### src/rtl/paralelo_serial_pkg.sv
// rtl/paralelo_serial_pkg.sv - shared constants and FSM encoding for the parallel-to-serial generator
// Holds the default word width, idle pattern and sync length used as
// parameter defaults, plus the INIT/RUN state type.
package paralelo_serial_pkg;

    localparam int         PS_DEFAULT_WIDTH        = 8;
    localparam logic [7:0] PS_DEFAULT_IDLE_PATTERN = 8'hBC;
    localparam int         PS_DEFAULT_SYNC_WORDS   = 4;

    typedef enum logic {
        INIT = 1'b0,
        RUN  = 1'b1
    } ps_state_t;

endpackage

### src/rtl/contador_bits.sv
// rtl/contador_bits.sv - modulo-N bit position counter with end-of-frame flag
// Ports:
//   clk      : bit-rate clock
//   reset    : asynchronous active-high reset, forces count to 0
//   count    : current bit position, 0..MODULO-1
//   boundary : high while count sits on the last bit position (MODULO-1)
module contador_bits #(
    parameter int MODULO = 8,
    parameter int CNT_W  = $clog2(MODULO)
) (
    input  logic             clk,
    input  logic             reset,
    output logic [CNT_W-1:0] count,
    output logic             boundary
);

    logic [CNT_W-1:0] count_q;
    logic [CNT_W-1:0] count_d;

    assign boundary = (count_q == CNT_W'(MODULO - 1));
    assign count    = count_q;

    always_comb begin
        count_d = boundary ? '0 : count_q + 1'b1;
    end

    always_ff @(posedge clk or posedge reset) begin
        if (reset) begin
            count_q <= '0;
        end else begin
            count_q <= count_d;
        end
    end

endmodule

### src/rtl/paralelo_serial_gen.sv
// rtl/paralelo_serial_gen.sv - parallel word to MSB-first serial stream with idle fill and sync preamble
// After reset it sends SYNC_WORDS idle frames, then accepts words through a
// one-entry holding register and serialises them; idle frames fill any gap.
// Optional build macro PS_PARITY_EN appends an even-parity bit to every frame.
// Ports:
//   clk_32f    : bit-rate clock
//   reset      : asynchronous active-high reset
//   data_in    : parallel word, taken when valid_in && ready_out
//   valid_in   : upstream word-valid strobe
//   ready_out  : holding register can take a word this cycle
//   data_out   : serial bit, registered MSB of the shift register
//   word_start : high while data_out carries the first bit of a frame
//   sync_done  : high once the idle preamble has completed
module paralelo_serial_gen
    import paralelo_serial_pkg::*;
#(
    parameter int               WIDTH        = PS_DEFAULT_WIDTH,
    parameter logic [WIDTH-1:0] IDLE_PATTERN = WIDTH'(PS_DEFAULT_IDLE_PATTERN),
    parameter int               SYNC_WORDS   = PS_DEFAULT_SYNC_WORDS
) (
    input  logic             clk_32f,
    input  logic             reset,
    input  logic [WIDTH-1:0] data_in,
    input  logic             valid_in,
    output logic             ready_out,
    output logic             data_out,
    output logic             word_start,
    output logic             sync_done
);

`ifdef PS_PARITY_EN
    localparam int FRAME = WIDTH + 1;
`else
    localparam int FRAME = WIDTH;
`endif
    localparam int CNT_W = $clog2(FRAME);
    localparam int FC_W  = $clog2(SYNC_WORDS + 1);

    // Shift-register image of one frame: the word, plus its parity bit in
    // the LSB position when parity is built in.
    function automatic logic [FRAME-1:0] frame_word(input logic [WIDTH-1:0] w);
`ifdef PS_PARITY_EN
        return {w, ^w};
`else
        return w;
`endif
    endfunction

    logic [FRAME-1:0] shift_q, shift_d;
    logic [WIDTH-1:0] hold_q, hold_d;
    logic             hold_valid_q, hold_valid_d;
    ps_state_t        state_q, state_d;
    logic [FC_W-1:0]  frame_cnt_q, frame_cnt_d;

    logic [CNT_W-1:0] bit_cnt;
    logic             boundary;
    logic             accept;

    contador_bits #(
        .MODULO (FRAME),
        .CNT_W  (CNT_W)
    ) u_contador_bits (
        .clk      (clk_32f),
        .reset    (reset),
        .count    (bit_cnt),
        .boundary (boundary)
    );

    // On the boundary the holding word drains into the shift register, so the
    // slot frees up in the same cycle and a new word may land behind it.
    assign ready_out  = (state_q == RUN) && (!hold_valid_q || boundary);
    assign accept     = valid_in && ready_out;
    assign data_out   = shift_q[FRAME-1];
    assign word_start = (bit_cnt == '0);
    assign sync_done  = (state_q == RUN);

    always_comb begin
        shift_d      = shift_q;
        hold_d       = hold_q;
        hold_valid_d = hold_valid_q;
        state_d      = state_q;
        frame_cnt_d  = frame_cnt_q;

        if (boundary) begin
            shift_d      = hold_valid_q ? frame_word(hold_q) : frame_word(IDLE_PATTERN);
            hold_valid_d = 1'b0;
            if (state_q == INIT) begin
                if (frame_cnt_q == FC_W'(SYNC_WORDS - 1)) begin
                    state_d = RUN;
                end else begin
                    frame_cnt_d = frame_cnt_q + 1'b1;
                end
            end
        end else begin
            shift_d = {shift_q[FRAME-2:0], 1'b0};
        end

        if (accept) begin
            hold_d       = data_in;
            hold_valid_d = 1'b1;
        end
    end

    always_ff @(posedge clk_32f or posedge reset) begin
        if (reset) begin
            shift_q      <= frame_word(IDLE_PATTERN);
            hold_q       <= '0;
            hold_valid_q <= 1'b0;
            state_q      <= INIT;
            frame_cnt_q  <= '0;
        end else begin
            shift_q      <= shift_d;
            hold_q       <= hold_d;
            hold_valid_q <= hold_valid_d;
            state_q      <= state_d;
            frame_cnt_q  <= frame_cnt_d;
        end
    end

endmodule

### config.mk
export PLATFORM = sky130hd
export DESIGN_NAME = paralelo_serial_gen
export DESIGN_NICKNAME = d
export VERILOG_FILES = /design/src/rtl/paralelo_serial_pkg.sv /design/src/rtl/contador_bits.sv /design/src/rtl/paralelo_serial_gen.sv
export SDC_FILE = /design/constraint.sdc
export NUM_CORES = 1
export LEC_CHECK = 0
export ABC_AREA = 1
export CAP_MARGIN = 25
export CORE_MARGIN = 2
export CORE_UTILIZATION = 57
export DETAILED_ROUTE_END_ITERATION = 16
export DONT_BUFFER_PORTS = 1
export MAX_ROUTING_LAYER = met4
export PLACE_DENSITY = 0.72
export SLEW_MARGIN = 20
export SYNTH_ARGS = -nofsm -noshare
export SYNTH_HDL_FRONTEND = slang
export SYNTH_SLANG_ARGS = --single-unit
### constraint.sdc
create_clock -name clk_32f -period 1.9 [get_ports clk_32f]
set_clock_uncertainty 0.1 [all_clocks]
set_input_delay 0.38 -clock clk_32f [delete_from_list [all_inputs] [get_ports clk_32f]]
set_output_delay 0.38 -clock clk_32f [all_outputs]
set_load 0.1 [all_outputs]
## Word-level counts from Yosys, hierarchy flattened

Cells that the tools add are included.

- Flip-flop bits (word level): 24
- Bits in latches: 0
- Memory bits (writable): 0
- Memory bits (read-only): 0
- Bits of input ports: 11
- Output and inout bits: 4
- Memories kept: 0

- Add/subtract/negate cells: 2
- $mul: 0
- Div/mod/pow operators: 0
- $lt $le $gt $ge: 0
- Equal/unequal tests: 2
- Shift operators: 0
- Muxes and demuxes: 7
- Bitwise logic cells: 2
- Reductions and logical operators: 7

Operators with widths:

| kind | number |
|---|---|
| 8-bit two-way mux | 2 |
| 3-bit by 1-bit adder with 3-bit output (second input constant) | 2 |
| 1-bit two-way mux | 4 |
| 3-bit by 2-bit equality test with 1-bit output (second input constant) | 1 |
| 3-bit equality test (second input constant) | 1 |
| 3-bit zero test | 1 |
| 3-bit two-way mux | 1 |
| 3-bit AND reduction | 1 |
| 1-bit logical AND | 2 |
| 1-bit NOT | 2 |
| 2-bit nonzero test | 1 |
| 1-bit zero test | 1 |
| 1-bit logical OR | 1 |

## Depth between registers and ports, before layout

- Depth in word-level cells: 5
- Mapped depth: 7
- Depth with buffers taken out: 7

## Hierarchy

A second synthesis with hierarchy kept.

- Cells, all modules: 93
- Area, all modules: 993.5 um2

By module, submodules not included:

| module | times used | cells each | area an instance (um2) | sequential area each (um2) |
|---|---|---|---|---|
| paralelo_serial_gen | 1 | 86 | 885.8 | 531.8 |
| contador_bits | 1 | 7 | 107.6 | 75.1 |

## Least setup slack after synthesis

No wires, ideal clock.

- Path type: reg2out
- From: register state_q (netlist: sync_done)
- To: output ready_out
- Arrival time: 2.735 ns
- Data required time: 1.420 ns
- Slack: -1.315 ns
- Cell stages (with the launch flop): 4
- Path through: dfrtp_1 -> buf_4 -> inv_2 -> a21oi_1

- Word-level cells in the longest chain between the ends: 1

RTL lines:

| element | RTL line | RTL |
|---|---|---|
| start: declaration | paralelo_serial_gen.sv:52 | `ps_state_t state_q, state_d;` |
| start signal: assignment | paralelo_serial_gen.sv:115 | `state_q <= state_d;` |
| 1-bit logical AND | paralelo_serial_gen.sv:71 | `assign ready_out = (state_q == RUN) && (!hold_valid_q \|\| boundary);` |
| end: declaration | paralelo_serial_gen.sv:25 | `output logic ready_out,` |

No other way between the ends.

## Final worst setup path

- From: register u_contador_bits.count_q[0] (netlist: u_contador_bits.count[0])
- To: output ready_out

- Word-level cells in the longest chain between the ends: 3

RTL lines:

| element | RTL line | RTL |
|---|---|---|
| start: declaration | contador_bits.sv:17 | `logic [CNT_W-1:0] count_q;` |
| start signal: assignment | contador_bits.sv:31 | `count_q <= count_d;` |
| 3-bit equality test | contador_bits.sv:20 | `assign boundary = (count_q == CNT_W'(MODULO - 1));` |
| 1-bit logical OR | paralelo_serial_gen.sv:71 |  |
| 1-bit logical AND | paralelo_serial_gen.sv:71 |  |

No other way between the ends.

==> run summary <==
synthesized area per cell: 10.4 sq um
area occupied by multi-input gates: 373 sq um
vias in the first global route: 647
Die Y-Extent: 46.3 um
initial antenna violation count: 0
crit path DAT: 1.42 ns
clock-pin slew on the worst setup and hold paths: 0.13 ns
LEAKAGE: 0.000588 uW
commonest non-fill, non-tap cell in the layout: nand2_1
root buffer cell: clkbuf_4
CTS H-Tree Depth: 1
Buf/Inv on CP: 2
Die W: 46.3 um
Fmax: 0.528 GHz
most frequent cells in the layout: nand2_1, dfrtp_1, inv_1, nand4_1, buf_4
crit-path leading delay family: flip-flops
Core Region: 1710 sq um
hold depth: 2
critical path class: reg -> out
met3 WL: 49 um
Setup crit end kind: output port
fraction of final layout cells sized beyond drive strength 1: 25.7%
Fillers: 145
Synthesized Nets: 114
first-pass GRT wire length: 2640 um
max incr delay on CP: 0.40 ns
RSZ-0062 raised after global routing: true
Layout area overhead: 15.7%
DRC: 0
R2R Setup Slk: 0.32 ns
register area: 607 sq um
IO Count: 15
Routed WL: 1600 um
final core occ: 69.1%
Antenna Nets Post-Route: 0
Max FO, Critical Path: 3
Worst Hold Path EP: hold_q[1]
Mapped Area: 1020 sq um
CP cell instances: ha_2, ha_4, inv_2, a21oi_4, buf_12
Post-Place Cell Area: 1100 sq um
1st-pass router iterations: 4
clock share of power: 23.2%
Reg2Reg Capture Point: shift_q[1]
R2R depth: 8
Comb power frac: 9.7%
CTS tree: done
slowest stage cell, crit path: dfrtp_1
DR vias/cell: 5.16
largest area contributor in the netlist: dfrtp_1
Synth Warn #: 0
Critical R2R Launch: u_contador_bits.count[0]
Detailed Route Iter0 Violations: 8
Clk Latency, worst-skew pair: 0.31 ns
hold crit path type: in -> reg
# Max-Cap Violations: 0
Routed met1 length: 717 um
die area: 2140 sq um
GRT Util Overall: 18.2%
Cell variety after synth: 17
required time of the critical path: 1.42 ns
maximum vdd drop: 0.469 mV
PortBufs: 0
min cycle time layout: 1.90 ns
Setup TNS: 0 ns
Cells after Synth: 98
Clock Sinks: 24
Antenna Cells: 0
Final setup violation count: 0
NetSw: 245 uW
Initial Util: 59.7%
Design Area, Final: 1180 sq um
GRT overflow: 0
post-synthesis register bit count: 24
post-synth top area share: 46.6%
routed vias: 692
part of the power in registers: 67.1%
CTS buffer count: 3
Switching Share: 25.8%
Final Cycle Share: 99.8%
nets@finish: 126
outcome: complete, no violations
P_int: 705 uW
gpl congestion: 0.774
Synth area leaders: dfrtp_1, dfstp_2, nand2_1
worst hold start: data_in[1]
top routing layer used: met4
Avg WL per Cell: 12.0 um
DR WL met2: 822 um
Tightest Pin Transition: 0.486 ns
largest net degree at the start of global routing: 25
Worst Setup Start Kind: flop
P per Cell Area: 805 nW/um^2
register area share after synthesis: 59.5%
final hold vios: 0
buffer depth of the longest clock path: 2
DP Wirelength: 1170 um
Max Slew Vio Count: 0
Worst slew margin: 67.7%
row cnt: 15
worst max-delay path by stage:
stage | end | from | depth (start not counted) | slack, ns
global placement | ready_out | u_contador_bits.count[0] | 5 | 0.28
global route | ready_out | u_contador_bits.count[0] | 5 | -0.05
CTS | ready_out | u_contador_bits.count[0] | 5 | -0.03
detailed placement | ready_out | u_contador_bits.count[0] | 5 | 0.24
finish | ready_out | u_contador_bits.count[0] | 5 | 0.004
floorplan | ready_out | sync_done | 3 | -0.40
synthesized netlist by cell type:
| master | count |
|---|---|
| nand3_2 | 1 |
| dfrtp_1 | 19 |
| a21oi_1 | 1 |
| ha_1 | 5 |
| nand4_1 | 9 |
| o21ai_1 | 3 |
| nand2_2 | 1 |
| buf_2 | 1 |
| nor2_1 | 4 |
| buf_4 | 2 |
| inv_1 | 10 |
| inv_2 | 3 |
| nand2_4 | 1 |
| o22a_1 | 5 |
| nand3_4 | 1 |
| dfstp_2 | 5 |
| nand2_1 | 27 |
power groups by stage:
stage	logic, uW	clock network (uW)	registers (uW)
2_1_floorplan	76.1	0	639
3_3_place_gp	89.7	0	646
3_5_place_dp	92.8	0	647
4_1_cts	94.2	224	638
5_1_grt	104	252	646
6_report	92.4	220	638
routing by layer:
layer  vias up  global-route usage [%]
li1        339                       -
met1       334                    22.1
met2        17                    29.7
met3         2                    2.35
met4         0                    8.57
met5         -                       -
worst reg2reg max path: cells and delay by family, from the launching register on:
family        cells  cell delay (ns)
buf+inv           3             0.33
simple gates      3             0.24
flops             1             0.42
fa+ha+maj         2             0.36
final cells by class:
cell class	instances	area share, %
Clock buffer	4	2.23
Timing Repair Buffer	10	7.95
Multi-Input combinational cell	58	31.6
Inverter	13	4.14
Tap cell	25	2.65
Sequential cell	24	51.4
sequential cells by signal (all words and copies together) (netlist names):
signal and cells:
frame_cnt_q 3, hold_q 8, hold_valid_q 1, shift_q 8, sync_done 1, u_contador_bits.count 3
logic make-up after synthesis:
family                   count (synthesis)  share of synthesized area, %
AND/OR/NAND/NOR                         44                          21.3
flip-flops                              24                          59.5
buffers and inverters                   16                          6.75
AO/OA/AOI/OAI                            9                          6.26
adder cells (fa/ha/maj)                  5                          6.13
per-stage QoR:
stage               hold WS, ns  power [uW]  cells  worst slack, ns
floorplan                 0.291         715     98           -0.396
CTS                      0.0983         956    133          -0.0256
global route             0.0962        1000    134          -0.0502
global placement          0.228         735    126            0.282
detailed placement        0.232         740    126            0.240
finish                   0.0988         950    134          0.00435
what timing repair did:
item                                    in CTS  in global routing
hold buffers                                 1                  0
pin swaps                                    2                  2
resized for setup                            3                  1
endpoints found under the setup margin       1                  2
setup buffers                                2                  1
hold endpoints to repair                    19                  0
(Power assumes the default switching activity.)
